`config.mk`:
```
export PLATFORM = sky130hd
export DESIGN_NAME = bus_transfer_ctrl_flat
export DESIGN_NICKNAME = d
export VERILOG_FILES = /design/src/rtl/bus_pkg.sv /design/src/rtl/bus_transfer_ctrl_if.sv /design/src/rtl/bus_sel_decode.sv /design/src/rtl/bus_transfer_ctrl.sv /design/src/flat_wrapper.sv
export SDC_FILE = /design/constraint.sdc
export NUM_CORES = 1
export LEC_CHECK = 0
export BUFFER_PORTS_ARGS = -buffer_cell sky130_fd_sc_hd__buf_2
export CORE_UTILIZATION = 29
export DETAILED_ROUTE_END_ITERATION = 6
export PLACE_DENSITY = 0.55
export SLEW_MARGIN = 20
export SYNTH_ARGS = -nofsm -noshare
export SYNTH_HDL_FRONTEND = slang
export SYNTH_SLANG_ARGS = --single-unit
```
`constraint.sdc`:
```
create_clock -name clk -period 1.5 [get_ports clk]
set_input_delay 0.225 -clock clk [delete_from_list [all_inputs] [get_ports clk]]
set_output_delay 0.225 -clock clk [all_outputs]
set_load 0.005 [all_outputs]
```
`src/rtl/bus_pkg.sv`:
```
// Shared definitions for the register-bus transfer controller: command
// opcodes, sequencer states and default bus geometry.
package bus_pkg;

    localparam int DW_DEF   = 8;
    localparam int NREG_DEF = 8;

    typedef enum logic [1:0] {
        OP_MOV = 2'd0,
        OP_LDI = 2'd1,
        OP_RD  = 2'd2,
        OP_NOP = 2'd3
    } op_t;

    typedef enum logic [1:0] {
        IDLE  = 2'd0,
        DRIVE = 2'd1,
        XFER  = 2'd2,
        TURN  = 2'd3
    } state_t;

    // Register index width; a single-register bus still needs one index bit.
    function automatic int idx_width(input int n);
        return (n > 1) ? $clog2(n) : 1;
    endfunction

endpackage

```
`src/rtl/bus_transfer_ctrl_if.sv`:
```
// Command handshake, register strobes and bus data of the transfer
// controller. The requester / register file side uses the master modport,
// the controller uses the slave modport.
interface bus_transfer_ctrl_if #(
    parameter int NREG = bus_pkg::NREG_DEF,
    parameter int DW   = bus_pkg::DW_DEF
);
    import bus_pkg::*;

    localparam int IW = idx_width(NREG);

    logic            cmd_valid;
    logic            cmd_ready;
    op_t             cmd_op;
    logic [IW-1:0]   cmd_src;
    logic [IW-1:0]   cmd_dst;
    logic [DW-1:0]   cmd_imm;
    logic [NREG-1:0] reg_read_en;
    logic [NREG-1:0] reg_write_en;
    logic [DW-1:0]   bus_out;
    logic            bus_out_en;
    logic [DW-1:0]   bus_in;
    logic            rsp_valid;
    logic [DW-1:0]   rsp_data;
    logic            busy;
    logic            err;

    modport master (
        output cmd_valid, cmd_op, cmd_src, cmd_dst, cmd_imm, bus_in,
        input  cmd_ready, reg_read_en, reg_write_en, bus_out, bus_out_en,
               rsp_valid, rsp_data, busy, err
    );

    modport slave (
        input  cmd_valid, cmd_op, cmd_src, cmd_dst, cmd_imm, bus_in,
        output cmd_ready, reg_read_en, reg_write_en, bus_out, bus_out_en,
               rsp_valid, rsp_data, busy, err
    );

endinterface

```
`src/rtl/bus_sel_decode.sv`:
```
// Register index to one-hot select, with a flag for indices beyond the
// populated registers. A disabled or out-of-range index selects nothing.
module bus_sel_decode #(
    parameter int NREG = 8,
    parameter int IW   = 3
) (
    input  logic [IW-1:0]   i_idx,
    input  logic            i_en,
    output logic [NREG-1:0] o_sel,
    output logic            o_oor
);

    logic [31:0] w_idx_ext;

    assign w_idx_ext = 32'(i_idx);
    assign o_oor     = i_en && (w_idx_ext >= 32'(NREG));

    // One-hot expansion; an index past NREG simply matches no bit.
    always_comb begin
        o_sel = '0;
        for (int i = 0; i < NREG; i++) begin
            o_sel[i] = i_en && (w_idx_ext == 32'(i));
        end
    end

endmodule

```
`src/rtl/bus_transfer_ctrl.sv`:
```
// Register bus sequencer: runs one MOV / LDI / RD at a time with a single
// bus driver per cycle and a released-bus turnaround cycle between transfers.
//
//   state | meaning
//   IDLE  | ready for a command, bus released
//   DRIVE | source (register or controller) drives the bus for SETTLE cycles
//   XFER  | source still driving, destination strobe or readback capture
//   TURN  | all enables low, bus turnaround; RD response pulse
module bus_transfer_ctrl
    import bus_pkg::*;
#(
    parameter int NREG   = NREG_DEF,
    parameter int DW     = DW_DEF,
    parameter int SETTLE = 1
) (
    input logic               clk,
    input logic               res,
    bus_transfer_ctrl_if.slave io_bus
);

    localparam int         IW          = idx_width(NREG);
    localparam logic [3:0] SETTLE_LAST = 4'(SETTLE - 1);

    state_t          r_state;
    op_t             r_op;
    logic [3:0]      r_settle_cnt;
    logic [NREG-1:0] r_wr_sel;
    logic            r_cmd_ready;
    logic [NREG-1:0] r_reg_read_en;
    logic [NREG-1:0] r_reg_write_en;
    logic [DW-1:0]   r_bus_out;
    logic            r_bus_out_en;
    logic            r_rsp_valid;
    logic [DW-1:0]   r_rsp_data;
    logic            r_busy;
    logic            r_err;

    logic            w_rd_need;
    logic            w_wr_need;
    logic [NREG-1:0] w_rd_sel;
    logic [NREG-1:0] w_wr_sel;
    logic            w_rd_oor;
    logic            w_wr_oor;
    logic            w_accept;

    assign w_rd_need = (io_bus.cmd_op == OP_MOV) || (io_bus.cmd_op == OP_RD);
    assign w_wr_need = (io_bus.cmd_op == OP_MOV) || (io_bus.cmd_op == OP_LDI);
    assign w_accept  = io_bus.cmd_valid && r_cmd_ready;

    bus_sel_decode #(.NREG(NREG), .IW(IW)) u_rd_decode (
        .i_idx (io_bus.cmd_src),
        .i_en  (w_rd_need),
        .o_sel (w_rd_sel),
        .o_oor (w_rd_oor)
    );

    bus_sel_decode #(.NREG(NREG), .IW(IW)) u_wr_decode (
        .i_idx (io_bus.cmd_dst),
        .i_en  (w_wr_need),
        .o_sel (w_wr_sel),
        .o_oor (w_wr_oor)
    );

    // Sequencer with all outputs registered; decoded selects are captured at
    // accept so the command inputs are free to change while busy.
    always_ff @(posedge clk) begin
        if (res) begin
            r_state        <= IDLE;
            r_op           <= OP_NOP;
            r_settle_cnt   <= '0;
            r_wr_sel       <= '0;
            r_cmd_ready    <= 1'b1;
            r_reg_read_en  <= '0;
            r_reg_write_en <= '0;
            r_bus_out      <= '0;
            r_bus_out_en   <= 1'b0;
            r_rsp_valid    <= 1'b0;
            r_rsp_data     <= '0;
            r_busy         <= 1'b0;
            r_err          <= 1'b0;
        end else begin
            r_err       <= 1'b0;
            r_rsp_valid <= 1'b0;
            case (r_state)
                IDLE: begin
                    if (w_accept) begin
                        if (w_rd_oor || w_wr_oor) begin
                            r_err <= 1'b1;
                        end else if (io_bus.cmd_op != OP_NOP) begin
                            r_state       <= DRIVE;
                            r_op          <= io_bus.cmd_op;
                            r_settle_cnt  <= '0;
                            r_wr_sel      <= w_wr_sel;
                            r_reg_read_en <= w_rd_sel;
                            r_bus_out_en  <= (io_bus.cmd_op == OP_LDI);
                            r_bus_out     <= (io_bus.cmd_op == OP_LDI) ? io_bus.cmd_imm : '0;
                            r_cmd_ready   <= 1'b0;
                            r_busy        <= 1'b1;
                        end
                    end
                end
                DRIVE: begin
                    if (r_settle_cnt == SETTLE_LAST) begin
                        r_state        <= XFER;
                        r_reg_write_en <= r_wr_sel;
                    end else begin
                        r_settle_cnt <= r_settle_cnt + 4'd1;
                    end
                end
                XFER: begin
                    r_state        <= TURN;
                    r_reg_read_en  <= '0;
                    r_reg_write_en <= '0;
                    r_bus_out_en   <= 1'b0;
                    r_bus_out      <= '0;
                    if (r_op == OP_RD) begin
                        r_rsp_data  <= io_bus.bus_in;
                        r_rsp_valid <= 1'b1;
                    end
                end
                TURN: begin
                    r_state     <= IDLE;
                    r_cmd_ready <= 1'b1;
                    r_busy      <= 1'b0;
                end
                default: r_state <= IDLE;
            endcase
        end
    end

    assign io_bus.cmd_ready    = r_cmd_ready;
    assign io_bus.reg_read_en  = r_reg_read_en;
    assign io_bus.reg_write_en = r_reg_write_en;
    assign io_bus.bus_out      = r_bus_out;
    assign io_bus.bus_out_en   = r_bus_out_en;
    assign io_bus.rsp_valid    = r_rsp_valid;
    assign io_bus.rsp_data     = r_rsp_data;
    assign io_bus.busy         = r_busy;
    assign io_bus.err          = r_err;

    a_one_driver: assert property (@(posedge clk)
        ($countones(r_reg_read_en) + (r_bus_out_en ? 1 : 0)) <= 1);
    a_one_writer: assert property (@(posedge clk)
        $countones(r_reg_write_en) <= 1);
    a_write_has_src: assert property (@(posedge clk)
        (r_reg_write_en != '0) |-> ((r_reg_read_en != '0) || r_bus_out_en));

endmodule

```
`src/flat_wrapper.sv`:
```
// flat-port wrapper written by rule: the top's interface ports become plain ports
module bus_transfer_ctrl_flat import bus_pkg::*;
#(
    parameter int NREG   = NREG_DEF,
    parameter int DW     = DW_DEF,
    parameter int SETTLE = 1
)
  (clk, res, io_bus_cmd_valid, io_bus_cmd_op, io_bus_cmd_src, io_bus_cmd_dst, io_bus_cmd_imm, io_bus_bus_in, io_bus_cmd_ready, io_bus_reg_read_en, io_bus_reg_write_en, io_bus_bus_out, io_bus_bus_out_en, io_bus_rsp_valid, io_bus_rsp_data, io_bus_busy, io_bus_err);
  bus_transfer_ctrl_if #(.NREG(NREG), .DW(DW)) io_bus_i ();
  input logic clk;
  input logic res;
  input wire logic [$bits(io_bus_i.cmd_valid)-1:0] io_bus_cmd_valid;
  input wire logic [$bits(io_bus_i.cmd_op)-1:0] io_bus_cmd_op;
  input wire logic [$bits(io_bus_i.cmd_src)-1:0] io_bus_cmd_src;
  input wire logic [$bits(io_bus_i.cmd_dst)-1:0] io_bus_cmd_dst;
  input wire logic [$bits(io_bus_i.cmd_imm)-1:0] io_bus_cmd_imm;
  input wire logic [$bits(io_bus_i.bus_in)-1:0] io_bus_bus_in;
  output wire logic [$bits(io_bus_i.cmd_ready)-1:0] io_bus_cmd_ready;
  output wire logic [$bits(io_bus_i.reg_read_en)-1:0] io_bus_reg_read_en;
  output wire logic [$bits(io_bus_i.reg_write_en)-1:0] io_bus_reg_write_en;
  output wire logic [$bits(io_bus_i.bus_out)-1:0] io_bus_bus_out;
  output wire logic [$bits(io_bus_i.bus_out_en)-1:0] io_bus_bus_out_en;
  output wire logic [$bits(io_bus_i.rsp_valid)-1:0] io_bus_rsp_valid;
  output wire logic [$bits(io_bus_i.rsp_data)-1:0] io_bus_rsp_data;
  output wire logic [$bits(io_bus_i.busy)-1:0] io_bus_busy;
  output wire logic [$bits(io_bus_i.err)-1:0] io_bus_err;
  assign io_bus_i.cmd_valid = io_bus_cmd_valid;
  assign io_bus_i.cmd_op = io_bus_cmd_op;
  assign io_bus_i.cmd_src = io_bus_cmd_src;
  assign io_bus_i.cmd_dst = io_bus_cmd_dst;
  assign io_bus_i.cmd_imm = io_bus_cmd_imm;
  assign io_bus_i.bus_in = io_bus_bus_in;
  assign io_bus_cmd_ready = io_bus_i.cmd_ready;
  assign io_bus_reg_read_en = io_bus_i.reg_read_en;
  assign io_bus_reg_write_en = io_bus_i.reg_write_en;
  assign io_bus_bus_out = io_bus_i.bus_out;
  assign io_bus_bus_out_en = io_bus_i.bus_out_en;
  assign io_bus_rsp_valid = io_bus_i.rsp_valid;
  assign io_bus_rsp_data = io_bus_i.rsp_data;
  assign io_bus_busy = io_bus_i.busy;
  assign io_bus_err = io_bus_i.err;
  bus_transfer_ctrl #(.NREG(NREG), .DW(DW), .SETTLE(SETTLE)) u_core (.clk(clk), .res(res), .io_bus(io_bus_i));
endmodule
```
# After elaboration in Yosys (flattened, before gate mapping)
# Cells that the tools add are included.
dict set report totals {
  word_cells 121
  reg_bits 53
  input_bits 27
  output_inout_bits 37
}
dict set report classes {
  add_sub_neg 1
  n_bitwise 4
  muxes 35
  reduce_logical 40
  n_lt_le_gt_ge 2
  n_eq_ne 26
}
# operator count
set ops {}
lappend ops {{32-bit zero test} 2}
lappend ops {{8-bit 2-to-1 mux} 8}
lappend ops {{8-bit one-hot mux with 2 select lines} 3}
lappend ops {{3-bit == test (second input constant)} 8}
lappend ops {{1-bit logical AND} 19}
lappend ops {{4-bit 2-to-1 mux} 4}
lappend ops {{4-bit AND reduction} 4}
lappend ops {{3-bit by 2-bit == test with 1-bit output (second input constant)} 4}
lappend ops {{1-bit 2-to-1 mux} 11}
lappend ops {{2-bit == test (second input constant)} 4}
lappend ops {{3-bit by 4-bit greater-or-equal comparator with 1-bit output (second input constant)} 2}
lappend ops {{2-bit 2-to-1 mux} 4}
lappend ops {{2-bit one-hot mux with 4 select lines} 1}
lappend ops {{4-bit one-hot mux with 2 select lines} 1}
lappend ops {{2-bit nonzero test} 4}
lappend ops {{3-bit by 1-bit == test with 1-bit output (second input constant)} 2}
lappend ops {{2-bit by 1-bit != test with 1-bit output (second input constant)} 3}
lappend ops {{2-bit != test (second input constant)} 3}
lappend ops {{1-bit one-hot mux with 2 select lines} 3}
lappend ops {{5-bit AND reduction} 1}
lappend ops {{4-bit by 1-bit adder with 4-bit output (second input constant)} 1}
lappend ops {{2-bit by 1-bit == test with 1-bit output (second input constant)} 2}
lappend ops {{2-bit zero test} 2}
lappend ops {{4-bit zero test} 1}
lappend ops {{5 further kinds} 11}

# Depth between registers and ports, before layout
dict set report logic_depth {
  word_depth 7
  ltp_mapped 8
  ltp_nobuf 6
}

# Modules after synthesis
# A second synthesis with hierarchy kept.
dict set report hier_totals {
  cells_unflattened 236
  area_unflattened_um2 2262.2
}
# mod area_each_um2 seq_area_each_um2 instances cells_per_inst
set modules_own_cells {}
lappend modules_own_cells {bus_transfer_ctrl 2047.0 1061.0 1 216}
lappend modules_own_cells {bus_sel_decode 107.6 0.0 2 10}

# Worst setup path after synthesis
# No wires, ideal clock.
dict set report synth_timing {
  kind {register -> register}
  startpoint {register u_core.r_state[0]}
  endpoint {register u_core.r_wr_sel[0]}
  setup_ns 0.128
  path_stages_with_launch 9
  synth_period_minus_slack_ns 1.574
  n_path_buf 2
  path_slack_ns -0.074
  arrival_ns 1.447
  required_ns 1.372
  path_cell_list {dfxtp_1 -> inv_1 -> ha_1 -> and3_1 -> buf_2 -> nand2_1 -> buf_4 -> mux2i_1 -> nor2_1}
}
dict set report synth_between {
  elab_chain_cells 2
}
# element line_no
set synth_rtl {}
lappend synth_rtl {{start, declared} bus_transfer_ctrl.sv:24} ;# state_t r_state;
lappend synth_rtl {{start signal, assigned} bus_transfer_ctrl.sv:68} ;# r_state <= IDLE;
lappend synth_rtl {{start signal, assigned} bus_transfer_ctrl.sv:90} ;# r_state <= DRIVE;
lappend synth_rtl {{start signal, assigned} bus_transfer_ctrl.sv:104} ;# r_state <= XFER;
lappend synth_rtl {{2-bit zero test} bus_transfer_ctrl.sv:84} ;# case (r_state)
lappend synth_rtl {{4-bit AND reduction (no source line)} n/a}
lappend synth_rtl {{end signal, assigned} bus_transfer_ctrl.sv:93} ;# r_wr_sel <= w_wr_sel;
lappend synth_rtl {{end, declared} bus_transfer_ctrl.sv:27} ;# logic [NREG-1:0] r_wr_sel;
# No other way between the ends.
# A chain may end at the register's enable or synchronous reset.

# Worst setup path in the final report
dict set report layout_timing {
  startpoint {register u_core.r_settle_cnt[0]}
  endpoint {register u_core.r_reg_write_en[2], in the netlist u_core.io_bus.reg_write_en[2]}
}
dict set report layout_between {
  elab_chain_cells 3
}
# element line_no
set layout_rtl {}
lappend layout_rtl {{start, declared} bus_transfer_ctrl.sv:26} ;# logic [3:0] r_settle_cnt;
lappend layout_rtl {{start signal, assigned} bus_transfer_ctrl.sv:107} ;# r_settle_cnt <= r_settle_cnt + 4'd1;
lappend layout_rtl {{4-bit zero test} bus_transfer_ctrl.sv:103} ;# if (r_settle_cnt == SETTLE_LAST) begin
lappend layout_rtl {{2-bit by 1-bit != test with 1-bit output (no source line)} n/a}
lappend layout_rtl {{2-bit AND reduction (no source line)} n/a}
lappend layout_rtl {{end signal, assigned} bus_transfer_ctrl.sv:105} ;# r_reg_write_en <= r_wr_sel;
lappend layout_rtl {{end, declared} bus_transfer_ctrl.sv:30} ;# logic [NREG-1:0] r_reg_write_en;
# No other way between the ends.

==> results.md <==
- Run status: finished, final reports clean
- Share of the core filled with cells in the final layout: 0.424
- Deepest level of the CTS H-tree: 2
- Syn_area_per_cell: 9.49 um^2
- Area fraction of the dominant cell type after synthesis: 0.481
- Total buffers and inverters traversed by the critical path: 2
- Initial DRC count: between 50 and 60
- Port Buffer Count: 62
- Slowest stage delay, CP: 380 ps
- Sw power: 0.00144 W
- Number of vias after detailed routing: slightly below 2000
- Cell breakdown of the critical path: inv_2, ha_4, or3b_4, nor3b_4, buf_12, a22oi_1, nor2_1
- F_max: 681 MHz
- Critical path endpoint category: flop
- Number of enable flip-flop cells after synthesis: 0
- CP Class: reg2reg
- Placement row count: 31
- Number of distinct library cell variants in the gate-level netlist after synthesis: 43
- Total clock buffers created by CTS: 5
- Wire length of the first global-routing pass: 7.79 mm
- Clock power frac: 0.195
- Nature of the critical path startpoint: flop
- Width of the die: 88.4 um
- Setup ws final: 31.5 ps
- Count of final hold-check violations: 0
- Category of cells accounting for the largest share of critical-path delay: simple AND/OR/NAND/NOR gates
- Number of synthesized register bits: 52
- Post-synthesis async set-or-reset flop share: 0
- Slowest cell on the critical path: sky130_fd_sc_hd__or3b_4
- Die ar.: 7810 um^2
- Largest buffer count on any clock path: 2
- Worst-case setup slack after placement: -80.8 ps
- Number of clock sinks: 52
- Internal portion of total power: 0.00275 W
- Worst-Skew Late Latency: 310 ps
- Number of standard cells in the final layout excluding fillers: 418
- Fraction of power spent switching nets: 0.344
- Proportion of power drawn by flip-flops and latches: 0.372
- Number of antenna violations at the first check in global routing: 0
- Fraction of final layout cells sized beyond drive strength 1: 0.420
- Largest net degree at the start of global routing: 20
- WL/cell: 11.9 um
- RePlAce Congestion: just under 0.8
- DPL Wire Length: 3.69 mm
- Final critical-path required period: 1470 ps
- Final routed wirelength across all metal layers: between 4 and 5 mm
- Biggest area consumer among synthesized cells: sky130_fd_sc_hd__dfxtp_1
- Number of DRC violations after detailed routing: 0
- Max FO, Critical Path: 8
- Cell area after technology mapping: 2160 um^2
- First drt pass iteration count: 4
- Diode insertion count for antenna repair: 0
- Number of nets at the end of the flow: 352
- Register area share after synthesis: 0.481
- Final setup vio count: 0
- Share of the clock period used by the worst path after layout: 0.979
- Starting density of the core: 0.300
- Peak supply drop: between 0.0005 and 0.0006 V
- Filler cell count: 739
- Cell at the root of the clock tree: sky130_fd_sc_hd__clkbuf_8
- Cell types with the largest area share after synthesis: sky130_fd_sc_hd__dfxtp_1, sky130_fd_sc_hd__mux2i_1, sky130_fd_sc_hd__nor2_1, sky130_fd_sc_hd__ha_1, sky130_fd_sc_hd__a21oi_1
- Multi-input logic area: 1150 um^2
- Sequential cell area: 1050 um^2
- Floorplan core area: 7210 um^2
- Final clock skew: between 5 and 6 ps
- Power density of the placed cells: about 1400 nW/um^2
- Number of pins exceeding their max-slew limit in the final report: 0
- CP arrival: 1720 ps
- Static Leakage: 1.42 nW
- Number of global-route vias before repair: roughly 1700
- Number of synthesis warnings: 0
- Path category of the worst min-delay check: in2reg
- Remaining number of nets flagged by the antenna check after routing: 0
- Inst Count DP: roughly 400
- Setup repair after global routing missed its margin: true
- Final global-route overflow total: 0
- Worst Path Required: 1760 ps
- Comb power frac: 0.432
- Drt via density: 4.61
- Number of violations of the max-capacitance limit: 0
- I/O pin count: 64
- Top_reg_cell synth: sky130_fd_sc_hd__dfxtp_1
- Global-route usage over all layers: 0.130
- Synth-to-Final Area Change: 41.2%
- Mapped Nets: 262
- Chip height: 88.4 um
- Post-Synthesis Cells: ~230
- Clock tree from TritonCTS: built
- Clock slew at reported path FFs: 100 ps
metal layers:
layer | share of wire | vias to the layer above | track usage
met5 | 0 | - | 0
met4 | 0.011 | 0 | 0.0484
met3 | 0.052 | 7 | 0.0326
met2 | 0.46 | 35 | 0.202
met1 | 0.48 | 900 | 0.174
li1 | - | 983 | -
final cells by class:
type / instances / share of cell area
multi-input combinational: 160 / 0.376
sequential: 52 / 0.343
timing repair buffer: 94 / 0.203
tap: 99 / 0.0405
clock buffer: 5 / 0.0225
inverter: 5 / 0.00778
clock inverter: 3 / 0.00696
kinds of logic after synthesis:
family	after synthesis	share of synthesized area
compound gates	50	0.167
fa+ha+maj	7	0.0405
simple gates	88	0.211
buf+inv	16	0.0335
mux	14	0.0648
other cells	1	0.00173
flops	52	0.481
power groups by stage:
| stage | Combinational (W) | Sequential, W | Clock (W) |
|---|---|---|---|
| after floorplan | 0.000831 | 0.00157 | 0 |
| after global placement | 0.00158 | 0.00156 | 0 |
| after detailed placement | 0.00159 | 0.00157 | 0 |
| after CTS | 0.00162 | 0.00154 | 0.000851 |
| after global routing | 0.00199 | 0.00158 | 0.000903 |
| final | 0.00181 | 0.00156 | 0.000819 |
sequential cells by signal (all words and copies together), names as in the netlist:
register	flops
u_core.io_bus.reg_write_en	8
u_core.r_settle_cnt	4
u_core.io_bus.bus_out	8
u_core.io_bus.reg_read_en	8
u_core.r_wr_sel	8
u_core.io_bus.cmd_ready	1
u_core.io_bus.rsp_data	8
u_core.r_state	2
u_core.r_op	2
u_core.io_bus.busy	1
u_core.io_bus.rsp_valid	1
u_core.io_bus.bus_out_en	1
synthesized netlist by cell type (all sizes together), types with 3 or more instances:
cell type / instances
a21oi: 14
a22o: 8
a22oi: 8
and3: 3
buf: 6
clkbuf: 5
dfxtp: 52
ha: 7
inv: 5
mux2i: 14
nand2: 15
nand2b: 6
nand3: 10
nor2: 35
nor2b: 3
nor3b: 3
nor4: 5
o21ai: 8
path summary, 6_finish.rpt:
check	start	cells past startpoint	slack [ps]	to
max	u_core.r_settle_cnt[0]	7	30	u_core.io_bus.reg_write_en[2]
min	io_bus_cmd_imm[0]	2	120	u_core.io_bus.bus_out[0]
max reg2reg	u_core.r_settle_cnt[0]	7	30	u_core.io_bus.reg_write_en[2]
min reg2reg	u_core.io_bus.reg_read_en[4]	2	450	u_core.io_bus.reg_read_en[4]
placed cells by master, fill, tap and decap left out, types with 2 or more instances in the layout:
| master | synthesis | layout |
|---|---|---|
| sky130_fd_sc_hd__nand2_1 | 15 | 13 |
| sky130_fd_sc_hd__dfxtp_2 | 0 | 3 |
| sky130_fd_sc_hd__dfxtp_1 | 52 | 48 |
| sky130_fd_sc_hd__nor2_1 | 34 | 33 |
| sky130_fd_sc_hd__ha_4 | 0 | 2 |
| sky130_fd_sc_hd__ha_2 | 0 | 2 |
| sky130_fd_sc_hd__nor4_1 | 4 | 4 |
| sky130_fd_sc_hd__buf_2 | 4 | 62 |
| sky130_fd_sc_hd__nor2b_1 | 3 | 3 |
| sky130_fd_sc_hd__nand2b_1 | 6 | 5 |
| sky130_fd_sc_hd__nand4_1 | 2 | 2 |
| sky130_fd_sc_hd__ha_1 | 7 | 3 |
| sky130_fd_sc_hd__nor3b_2 | 0 | 2 |
| sky130_fd_sc_hd__buf_12 | 0 | 3 |
| sky130_fd_sc_hd__a211o_1 | 2 | 2 |
| sky130_fd_sc_hd__nand3_1 | 9 | 9 |
| sky130_fd_sc_hd__buf_6 | 0 | 4 |
| sky130_fd_sc_hd__buf_4 | 2 | 24 |
| sky130_fd_sc_hd__mux2i_1 | 14 | 14 |
| sky130_fd_sc_hd__inv_4 | 0 | 2 |
| sky130_fd_sc_hd__clkbuf_8 | 0 | 5 |
| sky130_fd_sc_hd__o21ai_1 | 6 | 6 |
| sky130_fd_sc_hd__a22o_1 | 8 | 8 |
| sky130_fd_sc_hd__a21oi_1 | 14 | 13 |
| sky130_fd_sc_hd__inv_2 | 0 | 2 |
| sky130_fd_sc_hd__and3_4 | 0 | 2 |
| sky130_fd_sc_hd__a22oi_1 | 8 | 7 |
| sky130_fd_sc_hd__nor2_2 | 1 | 2 |
| sky130_fd_sc_hd__nor3_1 | 2 | 2 |
stage by stage:
stage	total power [W]	area [um^2]	setup TNS (ps)	hold slack [ps]
2_1_floorplan	0.00241	2180	0	351
6_report	0.00420	3060	0	119
3_3_place_gp	0.00315	2810	0	429
5_1_grt	0.00447	3060	-470	105
4_1_cts	0.00401	2910	-13.3	114
3_5_place_dp	0.00316	2810	-268	438
repair_timing:
item | 4_1_cts | 5_1_grt
endpoints found under the setup margin | 30 | 41
pin swaps | 1 | 7
cloned | 0 | 1
hold buffers | 0 | 0
resized for setup | 4 | 28
setup buffers | 0 | 2
Note: power is estimated with default switching activity, not from simulation.
